## src/rtl/commit_trace_buffer_if.sv

```systemverilog
// Commit-trace bundle: core write events in, trace stream and
// occupancy/overflow status out.
interface commit_trace_buffer_if #(
  parameter int DEPTH  = 16,
  parameter int DROP_W = 16
);
  localparam int CW = $clog2(DEPTH) + 1;

  logic [31:0]       pc;
  logic              reg_we;
  logic [4:0]        reg_addr;
  logic [31:0]       reg_data;
  logic              mem_we;
  logic [31:0]       mem_addr;
  logic [31:0]       mem_data;
  logic              out_valid;
  logic              out_ready;
  logic              out_kind;
  logic [31:0]       out_pc;
  logic [31:0]       out_addr;
  logic [31:0]       out_data;
  logic [CW-1:0]     count;
  logic              full;
  logic              overflow;
  logic [DROP_W-1:0] dropped;

  modport master (
    output pc, reg_we, reg_addr, reg_data,
    output mem_we, mem_addr, mem_data,
    output out_ready,
    input  out_valid, out_kind, out_pc,
    input  out_addr, out_data,
    input  count, full, overflow, dropped
  );

  modport slave (
    input  pc, reg_we, reg_addr, reg_data,
    input  mem_we, mem_addr, mem_data,
    input  out_ready,
    output out_valid, out_kind, out_pc,
    output out_addr, out_data,
    output count, full, overflow, dropped
  );
endinterface

```

## src/rtl/commit_trace_buffer.sv

```systemverilog
// Captures register/memory commit events in program order into a
// circular FIFO and drains them through a valid/ready stream.
module commit_trace_buffer #(
  parameter int DEPTH       = 16,
  parameter bit FILTER_ZERO = 1'b1,
  parameter int DROP_W      = 16
) (
  input logic             clk,
  input logic             reset,
  commit_trace_buffer_if.slave bus
);
  localparam int AW = $clog2(DEPTH);
  localparam int CW = AW + 1;

  typedef struct packed {
    logic        kind;
    logic [31:0] pc;
    logic [31:0] addr;
    logic [31:0] data;
  } entry_t;

  entry_t            store [DEPTH];
  entry_t            reg_entry;
  entry_t            mem_entry;
  entry_t            head;
  logic [AW-1:0]     wr_ptr;
  logic [AW-1:0]     rd_ptr;
  logic [CW-1:0]     cnt;
  logic [CW-1:0]     free;
  logic [DROP_W-1:0] drops;
  logic              ovf;
  logic              reg_ev;
  logic              mem_ev;
  logic              pop;
  logic              acc_reg;
  logic              acc_mem;
  logic [1:0]        n_req;
  logic [1:0]        n_acc;
  logic [1:0]        n_drop;
  logic [DROP_W:0]   drop_sum;

  assign reg_ev = bus.reg_we &&
                  !(FILTER_ZERO && bus.reg_addr == 5'd0);
  assign mem_ev = bus.mem_we;
  assign pop    = (cnt != '0) && bus.out_ready;

  // A pop this cycle frees its slot for a same-cycle push.
  assign free = CW'(DEPTH) - cnt + CW'(pop);

  // Register event claims the first free slot, memory the next.
  assign acc_reg = reg_ev && (free != '0);
  assign acc_mem = mem_ev && (free > CW'(acc_reg));

  assign n_req  = {1'b0, reg_ev} + {1'b0, mem_ev};
  assign n_acc  = {1'b0, acc_reg} + {1'b0, acc_mem};
  assign n_drop = n_req - n_acc;

  assign drop_sum = {1'b0, drops} + (DROP_W + 1)'(n_drop);

  assign reg_entry = '{
    kind: 1'b0,
    pc:   bus.pc,
    addr: {27'd0, bus.reg_addr},
    data: bus.reg_data
  };
  assign mem_entry = '{
    kind: 1'b1,
    pc:   bus.pc,
    addr: bus.mem_addr,
    data: bus.mem_data
  };

  always_ff @(posedge clk) begin
    if (reset) begin
      wr_ptr <= '0;
      rd_ptr <= '0;
      cnt    <= '0;
      ovf    <= 1'b0;
      drops  <= '0;
    end else begin
      wr_ptr <= wr_ptr + AW'(n_acc);
      rd_ptr <= rd_ptr + AW'(pop);
      cnt    <= cnt + CW'(n_acc) - CW'(pop);
      if (n_drop != 2'd0) begin
        ovf   <= 1'b1;
        drops <= drop_sum[DROP_W] ? '1
                                  : drop_sum[DROP_W-1:0];
      end
    end
  end

  always_ff @(posedge clk) begin
    if (!reset) begin
      if (acc_reg)
        store[wr_ptr] <= reg_entry;
      if (acc_mem)
        store[wr_ptr + AW'(acc_reg)] <= mem_entry;
    end
  end

  assign head = store[rd_ptr];

  assign bus.out_valid = (cnt != '0);
  assign bus.out_kind  = head.kind;
  assign bus.out_pc    = head.pc;
  assign bus.out_addr  = head.addr;
  assign bus.out_data  = head.data;
  assign bus.count     = cnt;
  assign bus.full      = (cnt == CW'(DEPTH));
  assign bus.overflow  = ovf;
  assign bus.dropped   = drops;
endmodule
```

## src/flat_wrapper.sv

```systemverilog
// flat-port wrapper written by rule: the top's interface ports become plain ports
module commit_trace_buffer_flat 
#(
  parameter int DEPTH       = 16,
  parameter bit FILTER_ZERO = 1'b1,
  parameter int DROP_W      = 16
)
  (clk, reset, bus_pc, bus_reg_we, bus_reg_addr, bus_reg_data, bus_mem_we, bus_mem_addr, bus_mem_data, bus_out_ready, bus_out_valid, bus_out_kind, bus_out_pc, bus_out_addr, bus_out_data, bus_count, bus_full, bus_overflow, bus_dropped);
  commit_trace_buffer_if #(.DEPTH(DEPTH), .DROP_W(DROP_W)) bus_i ();
  input logic clk;
  input logic reset;
  input wire logic [$bits(bus_i.pc)-1:0] bus_pc;
  input wire logic [$bits(bus_i.reg_we)-1:0] bus_reg_we;
  input wire logic [$bits(bus_i.reg_addr)-1:0] bus_reg_addr;
  input wire logic [$bits(bus_i.reg_data)-1:0] bus_reg_data;
  input wire logic [$bits(bus_i.mem_we)-1:0] bus_mem_we;
  input wire logic [$bits(bus_i.mem_addr)-1:0] bus_mem_addr;
  input wire logic [$bits(bus_i.mem_data)-1:0] bus_mem_data;
  input wire logic [$bits(bus_i.out_ready)-1:0] bus_out_ready;
  output wire logic [$bits(bus_i.out_valid)-1:0] bus_out_valid;
  output wire logic [$bits(bus_i.out_kind)-1:0] bus_out_kind;
  output wire logic [$bits(bus_i.out_pc)-1:0] bus_out_pc;
  output wire logic [$bits(bus_i.out_addr)-1:0] bus_out_addr;
  output wire logic [$bits(bus_i.out_data)-1:0] bus_out_data;
  output wire logic [$bits(bus_i.count)-1:0] bus_count;
  output wire logic [$bits(bus_i.full)-1:0] bus_full;
  output wire logic [$bits(bus_i.overflow)-1:0] bus_overflow;
  output wire logic [$bits(bus_i.dropped)-1:0] bus_dropped;
  assign bus_i.pc = bus_pc;
  assign bus_i.reg_we = bus_reg_we;
  assign bus_i.reg_addr = bus_reg_addr;
  assign bus_i.reg_data = bus_reg_data;
  assign bus_i.mem_we = bus_mem_we;
  assign bus_i.mem_addr = bus_mem_addr;
  assign bus_i.mem_data = bus_mem_data;
  assign bus_i.out_ready = bus_out_ready;
  assign bus_out_valid = bus_i.out_valid;
  assign bus_out_kind = bus_i.out_kind;
  assign bus_out_pc = bus_i.out_pc;
  assign bus_out_addr = bus_i.out_addr;
  assign bus_out_data = bus_i.out_data;
  assign bus_count = bus_i.count;
  assign bus_full = bus_i.full;
  assign bus_overflow = bus_i.overflow;
  assign bus_dropped = bus_i.dropped;
  commit_trace_buffer #(.DEPTH(DEPTH), .FILTER_ZERO(FILTER_ZERO), .DROP_W(DROP_W)) u_core (.clk(clk), .reset(reset), .bus(bus_i));
endmodule
```

## config.mk

```make
export PLATFORM = sky130hd
export DESIGN_NAME = commit_trace_buffer_flat
export DESIGN_NICKNAME = d
export VERILOG_FILES = /design/src/rtl/commit_trace_buffer_if.sv /design/src/rtl/commit_trace_buffer.sv /design/src/flat_wrapper.sv
export SDC_FILE = /design/constraint.sdc
export NUM_CORES = 2
export LEC_CHECK = 0
export CAP_MARGIN = 20
export CORE_MARGIN = 2
export CORE_UTILIZATION = 35
export CTS_BUF_LIST = sky130_fd_sc_hd__clkbuf_4 sky130_fd_sc_hd__clkbuf_8 sky130_fd_sc_hd__clkbuf_16
export DETAILED_ROUTE_END_ITERATION = 12
export PLACE_DENSITY = 0.48
export SLEW_MARGIN = 30
export SYNTH_ARGS = -nofsm -noshare
export SYNTH_HDL_FRONTEND = slang
export SYNTH_SLANG_ARGS = --single-unit
```

## constraint.sdc

```tcl
create_clock -name clk -period 8.9 [get_ports clk]
set_input_delay 1.78 -clock clk [delete_from_list [all_inputs] [get_ports clk]]
set_output_delay 1.78 -clock clk [all_outputs]
set_load 0.02 [all_outputs]
```

## Word level (Yosys, flattened, before mapping)

Memory sizes are Yosys's and may differ from the RTL's. A register that Yosys moved wholly into a read port is not among the register bits.
Index checks and enable logic that the tools add are counted.

| operators by class | value |
|---|---|
| equal/unequal tests | 1 |
| mux-type cells | 8 |
| $lt $le $gt $ge | 1 |
| reductions and logical operators | 9 |
| add/subtract/negate cells | 11 |

Operators by type and width:

| kind | count |
|---|---|
| $add A16 B2 Y17 | 1 |
| $mux W16 | 1 |
| $reduce_bool A5 Y1 | 2 |
| $add A4 B1 Y4 | 2 |
| $mux W1 | 6 |
| $add A5 B1 Y5 | 1 |
| $add A5 B2 Y5 | 1 |
| $eq A5 B5 Y1 const B | 1 |
| $gt A5 B1 Y1 | 1 |
| $logic_not A5 Y1 | 1 |
| $sub A5 B1 Y5 | 1 |
| $sub A5 B5 Y5 const A | 1 |
| $add A1 B1 Y2 | 2 |
| $add A4 B2 Y4 | 1 |
| $logic_and A1 B1 Y1 | 4 |
| $mux W4 | 1 |
| $reduce_bool A2 Y1 | 1 |
| $sub A2 B2 Y2 | 1 |
| $logic_not A1 Y1 | 1 |

| word-level totals | value |
|---|---|
| output and inout port bits | 121 |
| bits in registers | 30 |
| bits of input ports | 138 |
| memory bits (writable) | 1552 |
| logic and storage cells | 36 |
| memories | 1 |

Memory list:

| name | depth | width | read ports | clocked after Yosys merged registers in | wr ports | line | text |
|---|---|---|---|---|---|---|---|
| u_core.store | 16 | 97 | 1 | 1 | 2 | commit_trace_buffer.sv:22 | `entry_t store [DEPTH];` |

## Depth between registers and ports, before layout

| logic depth | value |
|---|---|
| depth in word-level cells | 11 |
| mapped depth | 29 |
| mapped depth without buffers | 25 |

## Worst setup path after synthesis

Ideal clock, no wire load.

| timing path | value |
|---|---|
| kind | input to register |
| from | input port bus_out_ready |
| to | memory u_core.store[11][0] in the netlist's numbering (enable) |
| buffers on the path | 5 |
| stages on the path | 20 |
| setup time | 0.449 ns |
| arrival | 7.532 ns |
| setup slack | 0.919 ns |
| data required time | 8.451 ns |
| cell sequence | nand2_1 ha_1 inv_1 ha_1 buf_6 a211o_1 a21oi_1 o21a_1 clkbuf_1 clkbuf_1 nor2_1 ha_1 ha_1 and2_1 clkbuf_1 nand3_1 a211oi_2 a31oi_1 clkbuf_1 inv_1 |

RTL lines:

| element | line | text |
|---|---|---|
| start: declaration | flat_wrapper.sv:19 | `input wire logic [$bits(bus_i.out_ready)-1:0] bus_out_ready;` |
| end: declaration | commit_trace_buffer.sv:22 |  |

## Worst setup path in the final report

| timing path | value |
|---|---|
| from | input port bus_out_ready |
| to | register u_core.drops[14] (netlist: u_core.bus.dropped[14]) |

| between the ends | value |
|---|---|
| cells in the longest elaborated chain, start to end | 10 |
| elaborated cells between the ends (all ways) | 11 |
| those cells by class | 4 x add/sub; 1 x order compare; 1 x mux; 5 x reduce/logical |

RTL lines:

| element | line | text |
|---|---|---|
| $logic_and A1 B1 Y1 (*) | commit_trace_buffer.sv:45 | `assign pop = (cnt != '0) && bus.out_ready;` |
| $add A5 B1 Y5 (*) | commit_trace_buffer.sv:48 | `assign free = CW'(DEPTH) - cnt + CW'(pop);` |
| $reduce_bool A5 Y1 | commit_trace_buffer.sv:51 | `assign acc_reg = reg_ev && (free != '0);` |
| $logic_and A1 B1 Y1 | commit_trace_buffer.sv:51 |  |
| $gt A5 B1 Y1 | commit_trace_buffer.sv:52 | `assign acc_mem = mem_ev && (free > CW'(acc_reg));` |
| $logic_and A1 B1 Y1 | commit_trace_buffer.sv:52 |  |
| $add A1 B1 Y2 (*) | commit_trace_buffer.sv:55 | `assign n_acc = {1'b0, acc_reg} + {1'b0, acc_mem};` |
| $sub A2 B2 Y2 (*) | commit_trace_buffer.sv:56 | `assign n_drop = n_req - n_acc;` |
| $add A16 B2 Y17 | commit_trace_buffer.sv:58 | `assign drop_sum = {1'b0, drops} + (DROP_W + 1)'(n_drop);` |
| $mux W16 | commit_trace_buffer.sv:86 | `drops <= drop_sum[DROP_W] ? '1` |
| end signal: assignment | commit_trace_buffer.sv:86 |  |
| end: declaration | commit_trace_buffer.sv:30 | `logic [DROP_W-1:0] drops;` |

Every way passes the cells marked *; elsewhere a longest branch is shown, timed or not.
A chain may end at the register's enable or synchronous reset.

==> impl_metrics.sql <==
INSERT INTO impl_metrics (metric_group, metric, value, unit) VALUES
('run_status', 'run_status', 'finished, final reports clean', ''),
('logic_synthesis', 'xor_and_xnor_fraction_of_the_mapped_netlist_area', '0.00240', ''),
('sta', 'timing.final.crit_share', '0.795', ''),
('min_path', 'worst_hold_startpoint', 'u_core.store[0][96]', ''),
('logic_synthesis', 'synth-adder-area-share', '0.00452', ''),
('power', 'swShare', '0.324', ''),
('power', 'seq_power_share', '0.396', ''),
('logic_synthesis', 'netlist.top_cell.by_area', 'sky130_fd_sc_hd__edfxtp_1', ''),
('power', 'max-vdd-ir-drop', '216', 'µV'),
('clock_tree', 'cts_sinks', '1582', ''),
('placement', 'finalWeightedCongestion', '0.779', ''),
('clock_tree', 'clockBufferDepth', '3', ''),
('clock_tree', 'cts_setup_buffers', '0', ''),
('power', 'power_frac_comb', '0.282', ''),
('cells_and_area', 'drive_gt1_frac', '0.181', ''),
('sta', 'max_slew.worst_pin.slew', '1030', 'ps'),
('sta', 'max-slew-margin-rel', '0.316', ''),
('placement', 'place_hpwl', '134000', 'µm'),
('logic_synthesis', 'synth_top_family_by_area', 'multiplexers', ''),
('clock_tree', 'cts_htree_levels', '4', ''),
('die', 'die-area', '0.212', 'mm²'),
('min_path', 'worst_hold_path_type', 'register to register', ''),
('die', 'die_w', '461', 'µm'),
('sta', 'worst_clock_skew', '41.1', 'ps'),
('job', 'max_cap_violations', '0', ''),
('sta', 'finalCriticalPeriod', '7080', 'ps'),
('clock_tree', 'cts-hold-fix-buffers', '0', ''),
('sta', 'final.setup.tns', '0', 'ps'),
('clock_tree', 'cts_made_buffers', '181', ''),
('logic_synthesis', 'synth_warnings', '0', ''),
('logic_synthesis', 'mappedNetlistNets', '5414', ''),
('clock_tree', 'clk_latency', '830', 'ps'),
('power', 'power.static_leakage', '26.9', 'nW'),
('worst_setup_path', 'path_max_fanout', '8', ''),
('detailed_routing', 'ant_nets', '0', ''),
('sta', 'grt_setup_unrepaired', 'false', ''),
('worst_setup_path', 'capturing_element_type_of_the_critical_path', 'register', ''),
('power', 'clkPwrFrac', '0.323', ''),
('power', 'net-switching-power', '0.00734', 'W'),
('worst_setup_path', 'crit_path_start_kind', 'input pin', ''),
('logic_synthesis', 'netlist_top_cells_area', 'sky130_fd_sc_hd__edfxtp_1, sky130_fd_sc_hd__mux4_2, sky130_fd_sc_hd__nand2_1, sky130_fd_sc_hd__nor2b_1, sky130_fd_sc_hd__o21ai_0', ''),
('logic_synthesis', 'seq_area_frac_synth', '0.644', ''),
('global_route', 'wire_length_of_the_first_global_routing_pass', '353000', 'µm'),
('placement', 'port-buffer-count', '258', ''),
('sta', 'setup_violations', '0', ''),
('global_route', 'first_global_vias', '46800', ''),
('logic_synthesis', 'mappedNetlistArea', '0.0731', 'mm²'),
('die', 'die_h', '461', 'µm'),
('logic_synthesis', 'synth_largest_type_area_fraction', '0.631', ''),
('worst_setup_path', 'regToRegStartpoint', 'u_core.bus.count[3]', ''),
('detailed_routing', 'routed_wirelength', '247000', 'µm'),
('global_route', 'grt-ovfl-total', '0', ''),
('clock_tree', 'cts_root_buf', 'sky130_fd_sc_hd__clkbuf_16', ''),
('cells_and_area', 'multi_input_comb_area', '0.0245', 'mm²'),
('die', 'rows', '167', ''),
('logic_synthesis', 'synth_compound_gate_area_share', '0.0507', ''),
('clock_tree', 'cts_resized', '0', ''),
('power', 'powerDensity', '268', 'mW/mm²'),
('cells_and_area', 'seq_area', '0.0471', 'mm²'),
('cells_and_area', 'fin_nets', '5494', ''),
('die', 'starting_density', '0.352', ''),
('logic_synthesis', 'ys_dominant_reg_cell', 'sky130_fd_sc_hd__edfxtp_1', ''),
('cells_and_area', 'layout.core_utilization', '0.409', ''),
('placement', 'detailed_place.area', '0.0789', 'mm²'),
('die', 'floorplan.core_area', '0.207', 'mm²'),
('cells_and_area', 'areaGrowthSynthToFinish', '16.0', '%'),
('detailed_routing', 'drt-wirelength-per-cell', '29.9', 'µm'),
('detailed_routing', 'first_pass_iters', '5', ''),
('logic_synthesis', 'async_flop_share', '0', ''),
('worst_setup_path', 'worst_ep_arrival_time', '7770', 'ps'),
('logic_synthesis', 'synth_enable_flop_cells', '1536', '');
-- sequential cells by signal, summed over array words and instances (netlist names) --
| name | count |
|---|---|
| u_core.bus.count | 5 |
| u_core.rd_ptr | 4 |
| u_core.store | 1552 |
| u_core.wr_ptr | 4 |
| u_core.bus.dropped | 16 |
| u_core.bus.overflow | 1 |
-- layout make-up --
cell class	count	area share
Inverter	33	0.00255
Timing Repair Buffer	381	0.0443
Multi-Input combinational cell	3153	0.289
Tap cell	2788	0.0412
Clock buffer	259	0.0623
Sequential cell	1582	0.555
Antenna cell	6	0.000177
Clock inverter	64	0.00561
-- placed cells by master (no fill, tap or decap), types with 5 or more instances in the layout --
master	synthesis	final
sky130_fd_sc_hd__a211oi_4	3	17
sky130_fd_sc_hd__a21o_1	19	19
sky130_fd_sc_hd__a21oi_1	20	16
sky130_fd_sc_hd__a31oi_4	0	12
sky130_fd_sc_hd__and2b_1	12	12
sky130_fd_sc_hd__and3_1	5	5
sky130_fd_sc_hd__buf_12	0	15
sky130_fd_sc_hd__buf_4	6	103
sky130_fd_sc_hd__clkbuf_16	0	187
sky130_fd_sc_hd__clkbuf_4	0	62
sky130_fd_sc_hd__clkbuf_8	0	10
sky130_fd_sc_hd__clkdlybuf4s50_1	0	257
sky130_fd_sc_hd__clkinv_1	0	30
sky130_fd_sc_hd__clkinv_2	0	17
sky130_fd_sc_hd__dfxtp_1	46	42
sky130_fd_sc_hd__diode_2	0	6
sky130_fd_sc_hd__edfxtp_1	1536	1536
sky130_fd_sc_hd__ha_1	20	20
sky130_fd_sc_hd__inv_1	33	17
sky130_fd_sc_hd__inv_6	0	16
sky130_fd_sc_hd__inv_8	0	6
sky130_fd_sc_hd__mux4_2	485	485
sky130_fd_sc_hd__nand2_1	867	865
sky130_fd_sc_hd__nand2b_1	7	7
sky130_fd_sc_hd__nand3_1	30	30
sky130_fd_sc_hd__nor2_1	462	460
sky130_fd_sc_hd__nor2b_1	510	508
sky130_fd_sc_hd__o21ai_0	488	488
sky130_fd_sc_hd__o21ai_1	98	98
sky130_fd_sc_hd__o41ai_1	10	10
sky130_fd_sc_hd__or3_2	0	10
sky130_fd_sc_hd__or3_4	0	6
sky130_fd_sc_hd__xnor2_1	9	8
sky130_fd_sc_hd__xor2_1	11	10
-- synthesized netlist by cell type (3+ instances only) --
cell type,count
sky130_fd_sc_hd__a211oi_2,7
sky130_fd_sc_hd__nor2_1,462
sky130_fd_sc_hd__nand3_1,30
sky130_fd_sc_hd__ha_1,20
sky130_fd_sc_hd__o21ai_1,98
sky130_fd_sc_hd__and2_1,8
sky130_fd_sc_hd__o41ai_1,10
sky130_fd_sc_hd__buf_4,6
sky130_fd_sc_hd__a21oi_1,20
sky130_fd_sc_hd__xor2_1,11
sky130_fd_sc_hd__nor2b_1,510
sky130_fd_sc_hd__nand4b_1,3
sky130_fd_sc_hd__buf_2,31
sky130_fd_sc_hd__a211oi_1,9
sky130_fd_sc_hd__buf_6,9
sky130_fd_sc_hd__dfxtp_1,46
sky130_fd_sc_hd__inv_1,33
sky130_fd_sc_hd__mux4_2,485
sky130_fd_sc_hd__nand2_1,867
sky130_fd_sc_hd__buf_1,95
sky130_fd_sc_hd__and3_1,5
sky130_fd_sc_hd__xnor2_1,9
sky130_fd_sc_hd__and2b_1,12
sky130_fd_sc_hd__nand2b_1,7
sky130_fd_sc_hd__edfxtp_1,1536
sky130_fd_sc_hd__o21ai_0,488
sky130_fd_sc_hd__or3_1,17
sky130_fd_sc_hd__clkbuf_1,343
sky130_fd_sc_hd__a21o_1,19
sky130_fd_sc_hd__or2_2,3
sky130_fd_sc_hd__fa_1,4
sky130_fd_sc_hd__nor3_1,4
sky130_fd_sc_hd__a211oi_4,3
sky130_fd_sc_hd__nand4_1,3
sky130_fd_sc_hd__a31oi_1,15
-- kinds of logic after synthesis --
| kind of cell | count (synthesis) |
|---|---|
| AO/OA/AOI/OAI | 684 |
| multiplexers | 486 |
| flip-flops | 1582 |
| AND/OR/NAND/NOR | 1939 |
| XOR/XNOR | 20 |
| adder cells (fa/ha/maj) | 24 |
| buffers and inverters | 517 |
-- metrics by stage --
step	worst slack, ps	cells	hold slack, ps	power [W]
6_report	1820	8266	455	0.0227
5_1_grt	1340	8264	469	0.0235
4_1_cts	1860	8258	453	0.0229
3_5_place_dp	1050	7935	440	0.0156
3_3_place_gp	996	7934	430	0.0156
2_1_floorplan	919	5252	421	0.0128
-- layer usage --
metal	global-route usage	up-vias	wire length, µm
li1	-	19500	-
met1	0.314	23900	103000
met2	0.384	1978	120000
met3	0.0415	437	17700
met4	0.0646	18	6580
met5	0	-	94
-- critical path, cell delays in order --
cell                              delay (ps)
sky130_fd_sc_hd__clkdlybuf4s50_1         460
sky130_fd_sc_hd__nand2_1                 160
sky130_fd_sc_hd__ha_1                    290
sky130_fd_sc_hd__inv_1                    90
sky130_fd_sc_hd__ha_1                    350
sky130_fd_sc_hd__nand4b_1                270
sky130_fd_sc_hd__a21oi_1                 430
sky130_fd_sc_hd__o21a_1                  210
sky130_fd_sc_hd__nor2_1                  100
sky130_fd_sc_hd__ha_1                    310
sky130_fd_sc_hd__nor2_1                  240
sky130_fd_sc_hd__a211oi_4                 60
sky130_fd_sc_hd__a21boi_0                330
sky130_fd_sc_hd__fa_1                    570
sky130_fd_sc_hd__inv_1                   160
sky130_fd_sc_hd__ha_1                    180
sky130_fd_sc_hd__xor2_1                  380
sky130_fd_sc_hd__fa_1                    270
sky130_fd_sc_hd__and2_1                  190
sky130_fd_sc_hd__o2111ai_1               250
sky130_fd_sc_hd__nor4_1                  380
sky130_fd_sc_hd__mux2i_1                 220
sky130_fd_sc_hd__nor2_1                   50
-- power groups by stage --
stage	clock (W)	sequential (W)	combinational, W
after floorplan	0	0.00904	0.00373
after global placement	0	0.00913	0.00644
after detailed placement	0	0.00914	0.00646
after CTS	0.00745	0.00898	0.00648
after global routing	0.00774	0.00902	0.00674
final	0.00732	0.00898	0.00640
-- final timing paths --
check,to,slack (ps),cells past startpoint
worst max-delay path,u_core.bus.dropped[14],1820,23
worst min-delay path,u_core.store[0][96],460,1
worst max register to register,u_core.bus.dropped[14],1900,25
worst min register to register,u_core.store[0][96],460,1
Power figures use the tool's default switching activity.
